==> src/rtl/alu_instr_sequencer_if.sv <==
// Handshake bundle between the instruction sequencer (master) and the ALU (slave):
// operand/opcode issue on valid/ready, result returned on a single strobe.
interface alu_instr_sequencer_if;
  logic [7:0] a;
  logic [7:0] b;
  logic [2:0] opcode;
  logic       issue_valid;
  logic       issue_ready;
  logic       result_valid;
  logic [7:0] result_in;
  logic       carry_in;

  modport master (
    output a, b, opcode, issue_valid,
    input  issue_ready, result_valid, result_in, carry_in
  );

  modport slave (
    input  a, b, opcode, issue_valid,
    output issue_ready, result_valid, result_in, carry_in
  );
endinterface

==> src/rtl/alu_instr_sequencer.sv <==
// Loadable-program instruction sequencer for the 8-bit ALU; captures {err, carry, result} per step.
// Optional result timeout is compiled in with `define ALU_SEQ_TIMEOUT_EN.
module alu_instr_sequencer #(
  parameter int DEPTH   = 8,
  parameter int AW      = 3,
  parameter int TIMEOUT = 15
) (
  input  logic                        clk,
  input  logic                        rst,
  input  logic                        prog_we,
  input  logic [AW-1:0]               prog_addr,
  input  logic [18:0]                 prog_wdata,
  input  logic                        start,
  input  logic [AW:0]                 len,
  alu_instr_sequencer_if.master       alu,
  input  logic [AW-1:0]               res_rd_addr,
  output logic [9:0]                  res_rd_data,
  output logic [AW-1:0]               pc,
  output logic                        busy,
  output logic                        done
);

  localparam logic [2:0] S_IDLE  = 3'd0;
  localparam logic [2:0] S_FETCH = 3'd1;
  localparam logic [2:0] S_ISSUE = 3'd2;
  localparam logic [2:0] S_WAIT  = 3'd3;
  localparam logic [2:0] S_DONE  = 3'd4;

  if (DEPTH != (1 << AW) || DEPTH < 2 || DEPTH > 16 || TIMEOUT < 1 || TIMEOUT > 15) begin : g_bad_param
    $error("alu_instr_sequencer: inconsistent DEPTH/AW/TIMEOUT");
  end

  logic [2:0]    r_state;
  logic [AW-1:0] r_pc;
  logic [AW:0]   r_len;
  logic [7:0]    r_a;
  logic [7:0]    r_b;
  logic [2:0]    r_opcode;
  logic [18:0]   r_prog_mem [DEPTH];
  logic [9:0]    r_res_buf  [DEPTH];

  logic          w_idle;
  logic [AW:0]   w_len_clamped;
  logic          w_last;
  logic          w_timeout;
  logic          w_res_take;
  logic [9:0]    w_res_word;

  assign w_idle        = (r_state == S_IDLE);
  assign w_len_clamped = (len > (AW+1)'(DEPTH)) ? (AW+1)'(DEPTH) : len;
  assign w_last        = ({1'b0, r_pc} == (r_len - (AW+1)'(1)));

`ifdef ALU_SEQ_TIMEOUT_EN
  logic [3:0] r_wait_cnt;

  // Counter is zero on the first WAIT cycle, so the timeout lands on WAIT cycle TIMEOUT.
  always_ff @(posedge clk or posedge rst) begin
    if (rst)                       r_wait_cnt <= 4'd0;
    else if (r_state != S_WAIT)    r_wait_cnt <= 4'd0;
    else if (!w_res_take)          r_wait_cnt <= r_wait_cnt + 4'd1;
  end

  assign w_timeout  = (r_wait_cnt == 4'(TIMEOUT - 1));
  assign w_res_word = alu.result_valid ? {1'b0, alu.carry_in, alu.result_in} : 10'h200;
`else
  assign w_timeout  = 1'b0;
  assign w_res_word = {1'b0, alu.carry_in, alu.result_in};
`endif

  assign w_res_take = alu.result_valid | w_timeout;

  // NOTE: every clocked block uses non-blocking assignments so all registers update
  // from the same pre-edge values regardless of block evaluation order.
  always_ff @(posedge clk or posedge rst) begin
    if (rst) begin
      r_state  <= S_IDLE;
      r_pc     <= '0;
      r_len    <= '0;
      r_a      <= 8'd0;
      r_b      <= 8'd0;
      r_opcode <= 3'd0;
    end else begin
      case (r_state)
        S_IDLE: begin
          if (start) begin
            if (len == '0) begin
              r_state <= S_DONE;
            end else begin
              r_len   <= w_len_clamped;
              r_pc    <= '0;
              r_state <= S_FETCH;
            end
          end
        end
        S_FETCH: begin
          {r_opcode, r_a, r_b} <= r_prog_mem[r_pc];
          r_state              <= S_ISSUE;
        end
        S_ISSUE: begin
          if (alu.issue_ready) r_state <= S_WAIT;
        end
        S_WAIT: begin
          if (w_res_take) begin
            if (w_last) begin
              r_state <= S_DONE;
            end else begin
              r_pc    <= r_pc + AW'(1);
              r_state <= S_FETCH;
            end
          end
        end
        S_DONE:  r_state <= S_IDLE;
        default: r_state <= S_IDLE;
      endcase
    end
  end

  // NOTE: the program store is deliberately left out of reset so it survives a mid-run
  // reset and maps onto plain RAM; only the result buffer is cleared.
  always_ff @(posedge clk) begin
    if (w_idle && prog_we) r_prog_mem[prog_addr] <= prog_wdata;
  end

  always_ff @(posedge clk or posedge rst) begin
    if (rst) begin
      for (int i = 0; i < DEPTH; i++) r_res_buf[i] <= 10'd0;
    end else if (r_state == S_WAIT && w_res_take) begin
      r_res_buf[r_pc] <= w_res_word;
    end
  end

  assign alu.a           = r_a;
  assign alu.b           = r_b;
  assign alu.opcode      = r_opcode;
  assign alu.issue_valid = (r_state == S_ISSUE);

  assign res_rd_data = r_res_buf[res_rd_addr];
  assign pc          = r_pc;
  assign busy        = !w_idle;
  assign done        = (r_state == S_DONE);

endmodule
==> src/flat_wrapper.sv <==
// flat-port wrapper written by rule: the top's interface ports become plain ports
module alu_instr_sequencer_flat 
#(
  parameter int DEPTH   = 8,
  parameter int AW      = 3,
  parameter int TIMEOUT = 15
)
  (clk, rst, prog_we, prog_addr, prog_wdata, start, len, res_rd_addr, res_rd_data, pc, busy, done, alu_a, alu_b, alu_opcode, alu_issue_valid, alu_issue_ready, alu_result_valid, alu_result_in, alu_carry_in);
  alu_instr_sequencer_if alu_i ();
  input  logic clk;
  input  logic rst;
  input  logic prog_we;
  input  logic [AW-1:0] prog_addr;
  input  logic [18:0] prog_wdata;
  input  logic start;
  input  logic [AW:0] len;
  input  logic [AW-1:0] res_rd_addr;
  output logic [9:0] res_rd_data;
  output logic [AW-1:0] pc;
  output logic busy;
  output logic done;
  output wire logic [$bits(alu_i.a)-1:0] alu_a;
  output wire logic [$bits(alu_i.b)-1:0] alu_b;
  output wire logic [$bits(alu_i.opcode)-1:0] alu_opcode;
  output wire logic [$bits(alu_i.issue_valid)-1:0] alu_issue_valid;
  input wire logic [$bits(alu_i.issue_ready)-1:0] alu_issue_ready;
  input wire logic [$bits(alu_i.result_valid)-1:0] alu_result_valid;
  input wire logic [$bits(alu_i.result_in)-1:0] alu_result_in;
  input wire logic [$bits(alu_i.carry_in)-1:0] alu_carry_in;
  assign alu_a = alu_i.a;
  assign alu_b = alu_i.b;
  assign alu_opcode = alu_i.opcode;
  assign alu_issue_valid = alu_i.issue_valid;
  assign alu_i.issue_ready = alu_issue_ready;
  assign alu_i.result_valid = alu_result_valid;
  assign alu_i.result_in = alu_result_in;
  assign alu_i.carry_in = alu_carry_in;
  alu_instr_sequencer #(.DEPTH(DEPTH), .AW(AW), .TIMEOUT(TIMEOUT)) u_core (.clk(clk), .rst(rst), .prog_we(prog_we), .prog_addr(prog_addr), .prog_wdata(prog_wdata), .start(start), .len(len), .alu(alu_i), .res_rd_addr(res_rd_addr), .res_rd_data(res_rd_data), .pc(pc), .busy(busy), .done(done));
endmodule
==> config.mk <==
export PLATFORM = sky130hd
export DESIGN_NAME = alu_instr_sequencer_flat
export DESIGN_NICKNAME = d
export VERILOG_FILES = /design/src/rtl/alu_instr_sequencer_if.sv /design/src/rtl/alu_instr_sequencer.sv /design/src/flat_wrapper.sv
export SDC_FILE = /design/constraint.sdc
export NUM_CORES = 1
export LEC_CHECK = 0
export CORE_UTILIZATION = 34
export DETAILED_ROUTE_END_ITERATION = 8
export GPL_TIMING_DRIVEN = 1
export SETUP_SLACK_MARGIN = 0.4
export SLEW_MARGIN = 20
export SYNTH_ARGS = -nofsm -noshare
export SYNTH_HDL_FRONTEND = slang
export SYNTH_SLANG_ARGS = --single-unit
==> constraint.sdc <==
create_clock -name clk -period 4.2 [get_ports clk]
set_input_delay 0.84 -clock clk [delete_from_list [all_inputs] [get_ports clk]]
set_output_delay 0.84 -clock clk [all_outputs]
set_load 0.1 [all_outputs]
==> impl_metrics.toml <==
[worst_setup_path]
worstPathArrival_ns = 2.70
cp_cell_sequence = "clkdlybuf4s50_1 > buf_4 > mux4_2 > mux2_2 > buf_12"
required_ns = 3.36
startpoint = "res_rd_addr[0]"
max_stage_delay_ns = 0.54
crit_type = "in2out"
cp_max_fo = 18
endpoint_kind = "primary output"
r2r-end = "u_core.r_res_buf[23]"
start_kind = "input port"
reg2reg_depth = 3
crit_cells = 5
reg2reg_from = "u_core.pc[2]"
critPathSlowestCell = "mux4_2"
endpoint = "res_rd_data[6]"
critical_path.top_delay_family = "buffers and inverters"
r2r_slack_ns = 1.51
cp_num_buf_inv = 3

[synthesis]
synth_edf_count = 152
synth_top_family_by_area = "multiplexers"
ys_ff_latch = 253
async_reset_ff_share_pct = 39.9
synth_xor_area_share_pct = 0.252
yosys.area_share.simple_pct = 5.19
synth_compound_area_share_pct = 5.79
avgSynthCellArea_sq_um = 16.2
synth_nets = 687
syn_inst = 641
synth.area.mux_share_pct = 18.3
synthesis.area_sq_um = 10400
synth_warnings = 0
synth-seq-area-share_pct = 68.1
synthAdderAreaFrac_pct = 0.240
synth_cell_types = 55
ys.flop_type = "edfxtp_1"

[placement]
portBuffers = 77
place_hpwl_um = 13200
place_congestion = 0.709

[cts]
cts.sinks = 253
cts_hold_buf = 0
cts_buffers = 27
cts_buffer_depth = 3
clk_latency_ns = 0.54
clockRootBuffer = "clkbuf_16"
htree_levels = 1
cts_setup_buffers = 0
cts_resized = 0
clk_pin_slew_ns = 0.06
cts_tree = "built"

[power_and_ir_drop]
p_int_uw = 5680
p_clk_share_pct = 24.2
power_switching_uw = 3490
pwr-share-comb_pct = 37.8
power.density_nw_per_um2 = 729
p_sw_share_pct = 38.0
seqPwrFrac_pct = 38.0
p_leak_uw = 0.00459
ir_worst_vdd_mv = 0.655

[timing]
setup_tns_ns = 0
fin_crit_ns = 3.54
slew_violations = 0
hold_violations = 0
rsz0062_at_grt = "no"
fin_crit_sh_pct = 84.3
worstMarginPinSlew_ns = 1.00
fmax_mhz = 283
fin_skew_ns = 0.0211
relSlewSlack_pct = 33.0
final-setup-viol-count = 0

[floorplanning]
ios = 79
die_y_um = 177
rows = 63
design.core.area_sq_um = 29900
die_w_um = 177
dieArea_sq_um = 31300
start_util_pct = 34.8

[outcome]
status = "finished clean"

[layout]
final_util_pct = 42.1
multi_input_area_sq_um = 3130
fillCellCount = 2721
antenna_cells = 0
syn_to_final_growth_pct = 20.9
seq_area_sq_um = 7100
drive_gt1_share_pct = 27.1
num-nets-final = 774

[drt]
drtIter0Drc = 404
vias = 5779
first_pass_iters = 5
route.detailed.drc = 0
antenna_left = 0
wl_um = 22300
wl_per_cell_um = 19.6
via_per_inst = 5.07

[global_routing]
antenna_found_initial = 1
grt_pass1_wl_um = 35100
grt_use_total_pct = 14.8
gr-total-overflow = 0
grt_pass1_vias = 5975
grt_max_degree = 58

[min_path]
hp-class = "reg2reg"

[job]
maxCapViolations = 0
layer usage:
metal | track usage [%] | up-vias | wire [um]
li1 | - | 2656 | -
met1 | 20.1 | 2961 | 10100
met2 | 24.6 | 130 | 10800
met3 | 2.43 | 30 | 1000
met4 | 3.70 | 2 | 405
met5 | 0 | - | 13
cell usage in the layout (no fill, tap or decap), types with 22 or more instances in the layout:
cell	instances
clkdlybuf4s50_1	67
edfxtp_1	152
nor2_1	28
mux4_2	28
a21oi_1	22
nand2_1	23
dfrtp_1	98
mux2_2	90
mux2i_1	25
clkbuf_16	27
registers in the layout, indices dropped and copies added, names as in the netlist:
signal / cells
u_core.alu.a: 8
u_core.alu.opcode: 3
u_core.r_res_buf: 72
u_core.r_state: 3
u_core.r_prog_mem: 152
u_core.alu.b: 8
u_core.pc: 3
u_core.r_len: 4
cell usage after synthesis (3+ instances only):
master	number	share of area [%]
edfxtp_1	152	44
dfrtp_1	101	24
mux2_2	90	9.7
nor2_1	34	1.2
mux4_2	28	6.1
mux2i_1	25	2.4
nand2_1	23	0.83
a21oi_1	22	1.1
o21ai_0	18	0.87
buf_2	14	0.67
clkbuf_1	13	0.47
inv_1	10	0.36
nor3_1	8	0.38
nand3_1	7	0.34
a221oi_1	6	0.50
a22o_1	6	0.50
a22oi_1	6	0.43
a31oi_1	6	0.36
nand3b_1	5	0.36
a211oi_1	4	0.29
nand2b_1	4	0.24
nor3_4	4	0.63
o211ai_1	4	0.29
a211o_1	3	0.25
a221o_1	3	0.29
and2_1	3	0.18
and3_1	3	0.18
buf_1	3	0.11
nor2_2	3	0.18
worst register-to-register path: stages, from the launching register on:
cell and delay [ns]:
dfrtp_2 0.93, inv_1 0.55, nor3_4 0.69, mux2_2 0.41
how the worst min path moves through the flow:
| stage | from | endpoint | slack, ns | cells past startpoint |
|---|---|---|---|---|
| after floorplan | u_core.r_res_buf[20] | u_core.r_res_buf[20] | 0.45 | 1 |
| after global placement | u_core.r_res_buf[20] | u_core.r_res_buf[20] | 0.47 | 1 |
| after detailed placement | u_core.r_res_buf[20] | u_core.r_res_buf[20] | 0.48 | 1 |
| after CTS | u_core.r_res_buf[20] | u_core.r_res_buf[20] | 0.50 | 1 |
| after global routing | u_core.r_res_buf[20] | u_core.r_res_buf[20] | 0.50 | 1 |
| final | u_core.r_res_buf[20] | u_core.r_res_buf[20] | 0.50 | 1 |
cell families (layout without fill, tap and decap cells):
family,Yosys count,after routing
AND/OR/NAND/NOR,103,103
buffers and inverters,45,153
flip-flops,253,253
XOR/XNOR,3,3
multiplexers,144,144
AO/OA/AOI/OAI,90,90
adder cells (fa/ha/maj),2,2
other,1,1
cell type report:
type	count	share of cell area (%)
well taps	390	3.88
clock buffers	39	6.05
clock inverters	11	0.577
flip-flops and latches	253	56.4
inverters	10	0.318
repair buffers	93	7.88
multi-input cells	343	24.9
power by group through the flow:
| stage | Clock [uW] | Sequential (uW) | Combinational [uW] |
|---|---|---|---|
| 6_report | 2220 | 3490 | 3460 |
| 5_1_grt | 2380 | 3560 | 3690 |
| 4_1_cts | 2280 | 3500 | 3510 |
| 3_5_place_dp | 0 | 3540 | 3500 |
| 3_3_place_gp | 0 | 3540 | 3460 |
| 2_1_floorplan | 0 | 4090 | 1990 |
metrics by stage:
stage,worst slack (ns),instance area (sq um),instances,total power [uW],hold WS (ns)
2_1_floorplan,0.711,10400,641,6080,0.453
3_3_place_gp,0.656,11700,1089,7000,0.472
3_5_place_dp,0.658,11700,1089,7030,0.479
4_1_cts,0.602,12600,1139,9290,0.498
5_1_grt,0.505,12600,1139,9630,0.503
6_report,0.660,12600,1139,9170,0.500
Note: power is estimated with default switching activity, not from simulation.
